`src/rtl/multi_irq_ctrl_pkg.sv`:
```
// Shared encodings for the multi-source interrupt front end: source types,
// fixed vectors, FSM states and the IRQ vector helper.
package multi_irq_ctrl_pkg;

   typedef enum logic [1:0] {
      INT_NONE = 2'b00,
      INT_IRQ  = 2'b01,
      INT_NMI  = 2'b10,
      INT_RES  = 2'b11
   } int_type_e;

   localparam logic [7:0] VEC_RES  = 8'hFC;
   localparam logic [7:0] VEC_NMI  = 8'hFA;
   localparam logic [7:0] VEC_NONE = 8'h00;

   localparam logic [0:0] ST_IDLE    = 1'b0;
   localparam logic [0:0] ST_SERVICE = 1'b1;

   typedef struct packed {
      int_type_e  kind;
      logic [2:0] id;
      logic [7:0] vec;
   } int_src_t;

   // Channel k sits two bytes below channel k-1 in the vector table.
   function automatic logic [7:0] irq_vec(input logic [7:0] base, input logic [2:0] idx);
      return base - {4'b0000, idx, 1'b0};
   endfunction

endpackage

```
`src/rtl/multi_irq_ctrl_if.sv`:
```
// Request/handshake bundle between the interrupt front end and plaFSM.
// edgeSel exists only when IRQ_EDGE_EN is defined.
interface multi_irq_ctrl_if #(
   parameter int NUM_IRQ = 4
);
   logic               RES_L;
   logic               NMI_L;
   logic [NUM_IRQ-1:0] IRQ_L;
   logic               flagI;
   logic               enWr;
   logic [NUM_IRQ-1:0] enData;
   logic               intTake;
   logic               intAck;
`ifdef IRQ_EDGE_EN
   logic [NUM_IRQ-1:0] edgeSel;
`endif
   logic               intPending;
   logic [1:0]         intType;
   logic [2:0]         irqId;
   logic [7:0]         vecLo;
   logic               inService;
   logic [NUM_IRQ-1:0] enReg;

   modport master (
`ifdef IRQ_EDGE_EN
      output edgeSel,
`endif
      output RES_L, NMI_L, IRQ_L, flagI, enWr, enData, intTake, intAck,
      input  intPending, intType, irqId, vecLo, inService, enReg
   );

   modport slave (
`ifdef IRQ_EDGE_EN
      input  edgeSel,
`endif
      input  RES_L, NMI_L, IRQ_L, flagI, enWr, enData, intTake, intAck,
      output intPending, intType, irqId, vecLo, inService, enReg
   );
endinterface

```
`src/rtl/irq_sync_edge.sv`:
```
// SYNC_STAGES-deep synchroniser for one active-low async line, plus a pulse
// on each synchronised 1->0 transition. Resets to the inactive (1) level.
module irq_sync_edge #(
   parameter int SYNC_STAGES = 2
) (
   input  logic phi2,
   input  logic rstAll,
   input  logic async_i,
   output logic sync_o,
   output logic fall_o
);
   logic [SYNC_STAGES-1:0] sync_q, sync_d;
   logic                   prev_q, prev_d;

   always_comb begin
      sync_d = {sync_q[SYNC_STAGES-2:0], async_i};
      prev_d = sync_q[SYNC_STAGES-1];
   end

   // NOTE: flops use non-blocking assignments so every stage samples the pre-edge value.
   always_ff @(posedge phi2) begin
      if (rstAll) begin
         sync_q <= '1;
         prev_q <= 1'b1;
      end else begin
         sync_q <= sync_d;
         prev_q <= prev_d;
      end
   end

   assign sync_o = sync_q[SYNC_STAGES-1];
   assign fall_o = prev_q & ~sync_o;
endmodule

```
`src/rtl/multi_irq_ctrl.sv`:
```
// Fixed-priority RES/NMI/IRQ front end with take/ack freeze for plaFSM.
// Define IRQ_EDGE_EN to add per-channel falling-edge capture via edgeSel.
module multi_irq_ctrl
   import multi_irq_ctrl_pkg::*;
#(
   parameter int         NUM_IRQ      = 4,
   parameter int         SYNC_STAGES  = 2,
   parameter logic [7:0] IRQ_VEC_BASE = 8'hFE
) (
   input logic             phi2,
   input logic             rstAll,
   multi_irq_ctrl_if.slave bus
);
   logic               res_sync, res_fall, nmi_sync, nmi_fall;
   logic [NUM_IRQ-1:0] irq_sync, irq_fall;

   irq_sync_edge #(.SYNC_STAGES(SYNC_STAGES)) u_res_sync (
      .phi2(phi2), .rstAll(rstAll), .async_i(bus.RES_L), .sync_o(res_sync), .fall_o(res_fall));
   irq_sync_edge #(.SYNC_STAGES(SYNC_STAGES)) u_nmi_sync (
      .phi2(phi2), .rstAll(rstAll), .async_i(bus.NMI_L), .sync_o(nmi_sync), .fall_o(nmi_fall));

   for (genvar k = 0; k < NUM_IRQ; k++) begin : g_irq_sync
      irq_sync_edge #(.SYNC_STAGES(SYNC_STAGES)) u_sync (
         .phi2(phi2), .rstAll(rstAll), .async_i(bus.IRQ_L[k]),
         .sync_o(irq_sync[k]), .fall_o(irq_fall[k]));
   end

   logic               unused_fall;
`ifdef IRQ_EDGE_EN
   assign unused_fall = res_fall;
`else
   assign unused_fall = res_fall ^ (^irq_fall);
`endif

   logic [0:0]         state_q, state_d;
   int_src_t           frozen_q, frozen_d;
   logic               res_req_q, res_req_d;
   logic               nmi_latch_q, nmi_latch_d;
   logic               nmi_rearm_q, nmi_rearm_d;
   logic [NUM_IRQ-1:0] irq_lvl_q, irq_lvl_d;
   logic [NUM_IRQ-1:0] en_q, en_d;
   logic [NUM_IRQ-1:0] irq_req;
   int_src_t           winner, cur;
   logic               in_service, abort, ack_ok, serve_nmi;

`ifdef IRQ_EDGE_EN
   logic [NUM_IRQ-1:0] edge_q, edge_d;
`endif

   always_comb begin
      irq_req = irq_lvl_q;
`ifdef IRQ_EDGE_EN
      irq_req = (irq_lvl_q & ~bus.edgeSel) |
                (edge_q & bus.edgeSel & en_q & {NUM_IRQ{~bus.flagI}});
`endif
   end

   // NOTE: every always_comb output gets a default first so no path infers a latch.
   always_comb begin
      winner = '{kind: INT_NONE, id: 3'd0, vec: VEC_NONE};
      if (res_req_q) begin
         winner = '{kind: INT_RES, id: 3'd0, vec: VEC_RES};
      end else if (nmi_latch_q) begin
         winner = '{kind: INT_NMI, id: 3'd0, vec: VEC_NMI};
      end else begin
         // Scan downwards so the lowest requesting channel is written last.
         for (int k = NUM_IRQ - 1; k >= 0; k--) begin
            if (irq_req[k]) begin
               winner = '{kind: INT_IRQ, id: 3'(k), vec: irq_vec(IRQ_VEC_BASE, 3'(k))};
            end
         end
      end
   end

   // A simultaneous take masks ack; a RES arriving mid-service beats both.
   assign in_service = (state_q == ST_SERVICE);
   assign abort      = in_service & res_req_q & (frozen_q.kind != INT_RES);
   assign ack_ok     = in_service & bus.intAck & ~bus.intTake & ~abort;
   assign serve_nmi  = in_service & (frozen_q.kind == INT_NMI);

   always_comb begin
      state_d  = state_q;
      frozen_d = frozen_q;
      if (state_q == ST_IDLE) begin
         if (bus.intTake && (winner.kind != INT_NONE)) begin
            state_d  = ST_SERVICE;
            frozen_d = winner;
         end
      end else if (abort || ack_ok) begin
         state_d = ST_IDLE;
      end
   end

   always_comb begin
      res_req_d = ~res_sync | (res_req_q & ~(ack_ok & (frozen_q.kind == INT_RES)));

      // One extra NMI edge during its own service is parked in rearm.
      nmi_latch_d = nmi_latch_q | nmi_fall;
      nmi_rearm_d = nmi_rearm_q;
      if (abort) begin
         nmi_rearm_d = 1'b0;
      end else if (serve_nmi) begin
         nmi_latch_d = nmi_latch_q;
         if (ack_ok) begin
            nmi_latch_d = nmi_rearm_q | nmi_fall;
            nmi_rearm_d = 1'b0;
         end else begin
            nmi_rearm_d = nmi_rearm_q | nmi_fall;
         end
      end

      irq_lvl_d = ~irq_sync & en_q & {NUM_IRQ{~bus.flagI}};
      en_d      = bus.enWr ? bus.enData : en_q;
   end

`ifdef IRQ_EDGE_EN
   always_comb begin
      edge_d = edge_q;
      for (int k = 0; k < NUM_IRQ; k++) begin
         edge_d[k] = (irq_fall[k] & bus.edgeSel[k]) |
                     (edge_q[k] & ~(ack_ok & (frozen_q.kind == INT_IRQ) & (frozen_q.id == 3'(k))));
      end
   end
`endif

   always_ff @(posedge phi2) begin
      if (rstAll) begin
         state_q     <= ST_IDLE;
         frozen_q    <= '{kind: INT_NONE, id: 3'd0, vec: VEC_NONE};
         res_req_q   <= 1'b0;
         nmi_latch_q <= 1'b0;
         nmi_rearm_q <= 1'b0;
         irq_lvl_q   <= '0;
         en_q        <= '0;
`ifdef IRQ_EDGE_EN
         edge_q      <= '0;
`endif
      end else begin
         state_q     <= state_d;
         frozen_q    <= frozen_d;
         res_req_q   <= res_req_d;
         nmi_latch_q <= nmi_latch_d;
         nmi_rearm_q <= nmi_rearm_d;
         irq_lvl_q   <= irq_lvl_d;
         en_q        <= en_d;
`ifdef IRQ_EDGE_EN
         edge_q      <= edge_d;
`endif
      end
   end

   assign cur            = in_service ? frozen_q : winner;
   assign bus.inService  = in_service;
   assign bus.intPending = ~in_service & (winner.kind != INT_NONE);
   assign bus.intType    = cur.kind;
   assign bus.irqId      = cur.id;
   assign bus.vecLo      = cur.vec;
   assign bus.enReg      = en_q;
endmodule

```
`src/flat_wrapper.sv`:
```
// flat-port wrapper written by rule: the top's interface ports become plain ports
module multi_irq_ctrl_flat import multi_irq_ctrl_pkg::*;
#(
   parameter int         NUM_IRQ      = 4,
   parameter int         SYNC_STAGES  = 2,
   parameter logic [7:0] IRQ_VEC_BASE = 8'hFE
)
  (phi2, rstAll, bus_RES_L, bus_NMI_L, bus_IRQ_L, bus_flagI, bus_enWr, bus_enData, bus_intTake, bus_intAck, bus_intPending, bus_intType, bus_irqId, bus_vecLo, bus_inService, bus_enReg);
  multi_irq_ctrl_if #(.NUM_IRQ(NUM_IRQ)) bus_i ();
  input logic phi2;
  input logic rstAll;
  input wire logic [$bits(bus_i.RES_L)-1:0] bus_RES_L;
  input wire logic [$bits(bus_i.NMI_L)-1:0] bus_NMI_L;
  input wire logic [$bits(bus_i.IRQ_L)-1:0] bus_IRQ_L;
  input wire logic [$bits(bus_i.flagI)-1:0] bus_flagI;
  input wire logic [$bits(bus_i.enWr)-1:0] bus_enWr;
  input wire logic [$bits(bus_i.enData)-1:0] bus_enData;
  input wire logic [$bits(bus_i.intTake)-1:0] bus_intTake;
  input wire logic [$bits(bus_i.intAck)-1:0] bus_intAck;
  output wire logic [$bits(bus_i.intPending)-1:0] bus_intPending;
  output wire logic [$bits(bus_i.intType)-1:0] bus_intType;
  output wire logic [$bits(bus_i.irqId)-1:0] bus_irqId;
  output wire logic [$bits(bus_i.vecLo)-1:0] bus_vecLo;
  output wire logic [$bits(bus_i.inService)-1:0] bus_inService;
  output wire logic [$bits(bus_i.enReg)-1:0] bus_enReg;
  assign bus_i.RES_L = bus_RES_L;
  assign bus_i.NMI_L = bus_NMI_L;
  assign bus_i.IRQ_L = bus_IRQ_L;
  assign bus_i.flagI = bus_flagI;
  assign bus_i.enWr = bus_enWr;
  assign bus_i.enData = bus_enData;
  assign bus_i.intTake = bus_intTake;
  assign bus_i.intAck = bus_intAck;
  assign bus_intPending = bus_i.intPending;
  assign bus_intType = bus_i.intType;
  assign bus_irqId = bus_i.irqId;
  assign bus_vecLo = bus_i.vecLo;
  assign bus_inService = bus_i.inService;
  assign bus_enReg = bus_i.enReg;
  multi_irq_ctrl #(.NUM_IRQ(NUM_IRQ), .SYNC_STAGES(SYNC_STAGES), .IRQ_VEC_BASE(IRQ_VEC_BASE)) u_core (.phi2(phi2), .rstAll(rstAll), .bus(bus_i));
endmodule
```
`config.mk`:
```
export PLATFORM = sky130hd
export DESIGN_NAME = multi_irq_ctrl_flat
export DESIGN_NICKNAME = d
export VERILOG_FILES = /design/src/rtl/multi_irq_ctrl_pkg.sv /design/src/rtl/multi_irq_ctrl_if.sv /design/src/rtl/irq_sync_edge.sv /design/src/rtl/multi_irq_ctrl.sv /design/src/flat_wrapper.sv
export SDC_FILE = /design/constraint.sdc
export NUM_CORES = 1
export LEC_CHECK = 0
export CORE_MARGIN = 2
export CORE_UTILIZATION = 30
export DETAILED_ROUTE_END_ITERATION = 7
export DONT_BUFFER_PORTS = 1
export SKIP_CTS_REPAIR_TIMING = 1
export SYNTH_ARGS = -nofsm -noshare
export SYNTH_HDL_FRONTEND = slang
export SYNTH_SLANG_ARGS = --single-unit
```
`constraint.sdc`:
```
create_clock -name phi2 -period 1.6 [get_ports phi2]
set_input_delay 0.24 -clock phi2 [delete_from_list [all_inputs] [get_ports phi2]]
set_output_delay 0.24 -clock phi2 [all_outputs]
set_load 0.05 [all_outputs]
```
# Yosys cells after proc, flatten, opt, wreduce, memory -nomap -nowiden
# Cells that the tools add are included.
dict set report op_classes {
  eq_ne 4
  muxes 14
  bitwise 23
  reduce_logical 5
}
# operator n
set op_table {}
lappend op_table {{12-bit 2-to-1 mux} 4}
lappend op_table {{13-bit 2-to-1 mux} 3}
lappend op_table {{1-bit bitwise AND} 10}
lappend op_table {{4-bit bitwise AND} 2}
lappend op_table {{1-bit 2-to-1 mux} 7}
lappend op_table {{1-bit inverter} 7}
lappend op_table {{2-bit equality test, second input constant} 2}
lappend op_table {{4-bit inverter} 1}
lappend op_table {{3-bit by 1-bit inequality test with 1-bit output, second input constant} 1}
lappend op_table {{1-bit bitwise OR} 3}
lappend op_table {{2-bit inequality test, second input constant} 1}
lappend op_table {{2-bit AND reduction} 1}
lappend op_table {{2-bit nonzero test} 1}
lappend op_table {{2-bit OR reduction} 1}
lappend op_table {{1-bit logical AND} 1}
lappend op_table {{1-bit logical OR} 1}
dict set report word_totals {
  ff_bits 38
  out_inout_bits 19
  word_cells 62
}

# Logic depth before layout (Yosys ltp)
# Gate-level depths: netlist of run 1.
dict set report logic_depth {
  word_depth 10
  mapped_depth 6
  depth_no_buf 4
}

# Hierarchy
# A second synthesis of run 1 with hierarchy kept.
dict set report unflattened {
  cells_unflattened 160
  area_unflattened_um2 1482.7
}
# mod n_inst cells_per_inst area_per_inst_um2
set modules_own_cells {}
lappend modules_own_cells {multi_irq_ctrl 1 118 972.2}
lappend modules_own_cells {irq_sync_edge 6 7 85.1}

# Worst setup path after synthesis of run 1
# OpenSTA, ideal clock, no wires.
dict set report synth_timing {
  kind {reg-to-output}
  from {register u_core.state_q, in the netlist u_core.bus.inService}
  to {output bus_irqId[1]}
  t_arrival_ns 2.106
  slack_ns -0.746
  stages_incl_launch_ff 4
  n_path_buf 2
  path_cell_list {dfxtp_1 buf_6 clkbuf_1 o31ai_1}
}
dict set report synth_between {
  elab_chain_len 1
}
# item line_no
set synth_lines {}
lappend synth_lines {{start, declared} multi_irq_ctrl.sv:35} ;# logic [0:0] state_q, state_d;
lappend synth_lines {{start signal, assigned} multi_irq_ctrl.sv:139} ;# state_q <= state_d;
lappend synth_lines {{13-bit 2-to-1 mux} multi_irq_ctrl.sv:152} ;# assign cur = in_service ? frozen_q : winner;
lappend synth_lines {{end, declared} flat_wrapper.sv:22} ;# output wire logic [$bits(bus_i.irqId)-1:0] bus_irqId;
# No other way between the ends.

# Worst setup path after layout of run 1
dict set report layout_timing {
  from {register u_core.nmi_latch_q}
  to {output bus_vecLo[7]}
}
dict set report layout_between {
  elab_chain_len 3
}
# item line_no
set layout_lines {}
lappend layout_lines {{start, declared} multi_irq_ctrl.sv:38} ;# logic nmi_latch_q, nmi_latch_d;
lappend layout_lines {{start signal, assigned} multi_irq_ctrl.sv:142} ;# nmi_latch_q <= nmi_latch_d;
lappend layout_lines {{13-bit 2-to-1 mux} multi_irq_ctrl.sv:63} ;# end else if (nmi_latch_q) begin
lappend layout_lines {{13-bit 2-to-1 mux} multi_irq_ctrl.sv:61} ;# if (res_req_q) begin
lappend layout_lines {{13-bit 2-to-1 mux} multi_irq_ctrl.sv:152}
lappend layout_lines {{end, declared} flat_wrapper.sv:23} ;# output wire logic [$bits(bus_i.vecLo)-1:0] bus_vecLo;
# No other way between the ends.

==> results.toml, run 1 <==
[hold_path]
worstHoldPathCells = 1
min_path_type = "in2reg"

[pwr]
p_sw_mw = 0.534
pwr-share-seq_pct = 43.4
finalPower_mw = 1.97
power_frac_comb_pct = 18.9
swShare_pct = 27.1
power.density_nw_per_um2 = 1110
power.leakage_nw = 0.689
p_int_mw = 1.43
power_frac_clock_pct = 37.7
ir_worst_vdd_uv = 600

[setup_path]
arrival_ns = 1.57
cp_max_fo = 6
r2r_cells = 5
start_kind = "register"
path_class = "reg2out"
reg2reg_slack_ns = 0.19
required_ns = 1.36
end_kind = "output port"

[sta]
grt_setup_unrepaired = "true"
hold_viol = 0
timing.final.ws_setup_ns = -0.213
fin_hold_ws_ns = 0.0215
min_period_ns = 1.81
finalClockSkew_ns = 0.00449
setup_violations = 7
fmax_mhz = 551
fin_crit_sh_pct = 113
drv_slew = 0

[cells_and_area]
finalNetCount = 178
stdcell_area_sq_um = 1770
diodes = 0
fillers = 427
drive_above_1_share_pct = 39.3
utilization_pct = 40.9
area_growth_pct = 32.6

[synthesis]
syn_avg_cell_area_sq_um = 9.14
netlist_area_sq_um = 1330
ys.warnings.count = 0
synth_seq_area_share_pct = 48.0
ys_ff_latch = 32
syn_inst = 146
yosysUniqueCellTypes = 31

[drt]
firstDrtPassIters = 4
routed_wl_mm = 2.59
ant_nets = 0
wl_per_cell_um = 12.1
num_vias = 1010
via_per_inst = 4.70
drtIter0Drc = 23
drc = 0

[global_route]
grt-ovfl-total = 0
grt_pass1_wl_mm = 4.28
grt_max_degree = 33
grt_usage_pct = 10.9
grt_pass1_vias = 994
antenna_found_initial = 0

[floorplan]
chipWidth_um = 70.7
fp.coreArea_sq_um = 4320
io_pins = 35
num_rows = 24
die_area_sq_um = 4990
start_util_pct = 30.8
die_y_um = 70.7

[clock_tree]
clkSinkCount = 32
cts_tree = "done"
root_buffer = "clkbuf_8"
h-tree-depth = 2
clk_pin_slew_ns = 0.06
cts_buffer_depth = 2
insertion_delay_ns = 0.28
cts_buffers = 5

[placement]
portBuffers = 0
gp_congestion = 0.820
post-dp-hpwl_mm = 1.89
placed_cell_area_sq_um = 1580

[job]
cap_violations = 0

[status]
violations = "negative setup slack"
status = "finished, violations left"
worst paths after layout:
kind / startpoint / to
max: u_core.nmi_latch_q / bus_vecLo[7]
min: rstAll / u_core.irq_lvl_q[1]
max reg2reg: u_core.res_req_q / u_core.nmi_latch_q
min reg2reg: u_core.g_irq_sync[1].u_sync.sync_q[1] / u_core.irq_lvl_q[1]
final cells by class:
type                    count  area, sq um  share of cell area, %
multi-input cells          97          673                   38.1
flip-flops and latches     32          653                   36.9
repair buffers             23          258                   14.6
clock buffers               6         72.6                   4.10
well taps                  52         65.1                   3.68
clock inverters             2         35.0                   1.98
inverters                   3         11.3                  0.637
flip-flops by register name (all words and copies together), names as in the netlist:
register / flops
u_core.u_nmi_sync.sync_q: 2
u_core.bus.enReg: 4
u_core.irq_lvl_q: 4
u_core.res_req_q: 1
u_core.g_irq_sync.u_sync.sync_q: 8
u_core.nmi_latch_q: 1
u_core.nmi_rearm_q: 1
u_core.bus.inService: 1
u_core.frozen_q: 7
u_core.u_nmi_sync.prev_q: 1
u_core.u_res_sync.sync_q: 2
worst max-delay path: stages, from the launching register on:
cell     delay [ns]
dfxtp_2        0.35
nor4_4         0.28
nand2_1        0.11
mux2_4         0.31
buf_16         0.23
kinds of logic after synthesis:
logic type	Yosys count	synth area share, %
other	1	0.281
buffers and inverters	18	7.88
AO/OA/AOI/OAI	27	11.9
flip-flops	32	48.0
AND/OR/NAND/NOR	60	25.6
multiplexers	8	6.29
cell usage in the layout, fill, tap and decap left out, types with 2 or more instances in the layout:
cell type	instances
conb_1	2
nand2b_1	6
buf_4	16
nand2_1	6
nor4_4	2
nand3_1	2
or2_2	14
dfxtp_1	26
nor4b_1	4
clkbuf_8	5
o21ai_0	4
a21oi_2	3
a21oi_1	7
a21oi_4	2
nor2b_1	4
inv_1	3
dfxtp_2	4
mux2_4	3
dfxtp_4	2
nor2_1	15
buf_12	5
mux2i_1	5
o21ai_1	2
cell usage after synthesis:
| master | count | area [sq um] |
|---|---|---|
| a211oi_1 | 1 | 7.51 |
| a21oi_1 | 11 | 55.1 |
| a21oi_2 | 1 | 8.76 |
| a22oi_1 | 1 | 7.51 |
| a2bb2oi_1 | 1 | 8.76 |
| a311oi_1 | 1 | 8.76 |
| a31oi_1 | 1 | 6.26 |
| and3_1 | 1 | 6.26 |
| buf_4 | 6 | 45.0 |
| buf_6 | 2 | 22.5 |
| clkbuf_1 | 7 | 26.3 |
| conb_1 | 1 | 3.75 |
| dfxtp_1 | 32 | 641 |
| inv_1 | 3 | 11.3 |
| mux2_2 | 3 | 33.8 |
| mux2i_1 | 5 | 50.1 |
| nand2_1 | 6 | 22.5 |
| nand2_2 | 1 | 6.26 |
| nand2b_1 | 6 | 37.5 |
| nand3_1 | 2 | 10.0 |
| nor2_1 | 16 | 60.1 |
| nor2b_1 | 4 | 25.0 |
| nor3_1 | 2 | 10.0 |
| nor4_1 | 2 | 12.5 |
| nor4_4 | 1 | 21.3 |
| nor4b_1 | 4 | 35.0 |
| o21ai_0 | 7 | 35.0 |
| o22ai_1 | 1 | 6.26 |
| o31ai_1 | 2 | 15.0 |
| or2_2 | 14 | 87.6 |
| or4_1 | 1 | 7.51 |
power by group through the flow:
stage	Sequential, mW	Combinational (mW)	Clock, mW
2_1_floorplan	0.887	0.272	0
3_3_place_gp	0.871	0.347	0
3_5_place_dp	0.872	0.351	0
4_1_cts	0.855	0.351	0.767
5_1_grt	0.858	0.389	0.808
6_report	0.854	0.372	0.742
stage by stage:
step	setup WS [ns]	TNS (ns)	instances
after floorplan	-0.00713	-0.0285	147
final	-0.213	-1.19	215
after global placement	0.105	0	203
after detailed placement	0.0765	0	203
after global routing	-0.275	-1.78	215
after CTS	-0.236	-1.86	211
layer usage:
metal  share of wire [%]  track usage (%)  wire length, um  vias to the layer above
li1                    -                -                -                      522
met1                  45             12.3             1160                      456
met2                  47             17.6             1220                       28
met3                 6.8             5.27              177                        4
met4                 1.4             4.40               36                        0
met5                   0                0                0                        -
(Power assumes the default switching activity.)
==> run 2: changes to the inputs <==
- CTS_BUF_LIST: default -> sky130_fd_sc_hd__clkbuf_16
==> results.toml, run 2 (synthesis gave the netlist of run 1 again) <==
[pwr]
p_sw_mw = 0.565
pwr-share-seq_pct = 38.0
p_int_mw = 1.69
power_frac_comb_pct = 16.0
power.density_nw_per_um2 = 1250
swShare_pct = 25.0
power_frac_clock_pct = 46.0
power.leakage_nw = 0.717
ir_worst_vdd_uv = 682

[setup_path]
end_kind = "output port"
cp_max_fo = 5
cpLargestDelayFamily = "simple AND/OR/NAND/NOR gates"
max_stage_delay_ns = 0.36
crit_path_cell_trace = "nor4_4 > nand2_1 > mux2_4 > buf_16"
arrival_ns = 1.57
path_buf_inv = 1
required_ns = 1.36
cp_slowest_cell = "dfxtp_4"
path_class = "reg2out"
start_kind = "register"

[cells_and_area]
regMostFlops = "u_core.g_irq_sync.u_sync.sync_q"
layout_common_cells = "dfxtp_1, buf_4, nor2_1"
top_regs = "u_core.g_irq_sync.u_sync.sync_q: 8 flops, u_core.frozen_q: 7 flops"
fillers = 421
largest_reg_flops = 8
area_growth_pct = 35.7
finalNetCount = 177
drive_above_1_share_pct = 40.1
utilization_pct = 41.9
diodes = 0
fin_cells = 214
final_common_cell = "dfxtp_1"

[floorplan]
start_util_pct = 30.8
io_pins = 35
die_y_um = 70.7
fp.coreArea_sq_um = 4320
chipWidth_um = 70.7
num_rows = 24
die_area_sq_um = 4990

[sta]
timing.final.ws_setup_ns = -0.206
grt_setup_unrepaired = "true"
setup_violations = 7
fmax_mhz = 554
hold_viol = 0
drv_slew = 0
finalClockSkew_ns = 0.00466
fin_hold_ws_ns = 0.0294
fin_crit_sh_pct = 113
min_period_ns = 1.81
fin_setup_tns_ns = -1.27

[hold_path]
min_path_type = "in2reg"

[clock_tree]
root_buffer = "clkbuf_16"
cts_buffer_depth = 2
cts_buffers = 5
clk_pin_slew_ns = 0.05
insertion_delay_ns = 0.27
clkSinkCount = 32
cts_tree = "done"
h-tree-depth = 2

[global_route]
grt.busiest_layer = "met2"
antenna_found_initial = 0
grt-ovfl-total = 0
grt_use_met1_pct = 12.3
grt_pass1_vias = 1024
grt_pass1_wl_mm = 4.38
grt_usage_pct = 11.2
grt_use_met2_pct = 18.2
grt_use_met3_pct = 6.13
grt_max_degree = 33

[placement]
post-dp-hpwl_mm = 1.89
gp_congestion = 0.820
portBuffers = 0
post-place-ws_ns = 0.0765
dpl.cell_count = 203

[drt]
via_per_inst = 4.77
firstDrtPassIters = 4
num_vias = 1020
ant_nets = 0
drc = 0
wl_per_cell_um = 12.1
routed_wl_mm = 2.59
drtIter0Drc = 44

[status]
violations = "negative setup slack"
status = "finished, violations left"

[job]
cap_violations = 0
-- run 2: path summary, 6_finish.rpt --
| kind | from | endpoint | slack [ns] | cells past startpoint |
|---|---|---|---|---|
| worst max register to register | u_core.bus.inService | u_core.nmi_latch_q | 0.18 | 3 |
| worst min register to register | u_core.g_irq_sync[1].u_sync.sync_q[1] | u_core.irq_lvl_q[1] | 0.38 | 1 |
| worst min-delay path | bus_flagI | u_core.irq_lvl_q[1] | 0.03 | 1 |
| worst max-delay path | u_core.irq_lvl_q[1] | bus_vecLo[7] | -0.21 | 4 |
-- run 2: per-layer routing --
metal / vias to the layer above / share of wire (%)
li1: 516 / -
met1: 472 / 43
met2: 30 / 50
met3: 2 / 6.6
met4: 0 / 0.12
met5: - / 0
-- run 2: cell type report --
type	instances	area, sq um	area share (%)
Timing Repair Buffer	22	248	13.7
Clock buffer	5	125	6.91
Tap cell	52	65.1	3.59
Sequential cell	32	652	36.0
Multi-Input combinational cell	97	671	37.0
Clock inverter	3	38.8	2.14
Inverter	3	11.3	0.622
-- run 2: power by group through the flow --
stage	clock network (mW)	logic, mW	registers (mW)
global placement	0	0.347	0.871
finish	1.04	0.362	0.857
detailed placement	0	0.351	0.872
floorplan	0	0.272	0.887
global route	1.12	0.380	0.860
CTS	1.06	0.351	0.856
-- run 2: metrics by stage --
step           instance area [sq um]  power [mW]
2_1_floorplan                   1390        1.16
3_3_place_gp                    1580        1.22
3_5_place_dp                    1580        1.22
4_1_cts                         1740        2.27
5_1_grt                         1810        2.36
6_report                        1810        2.26
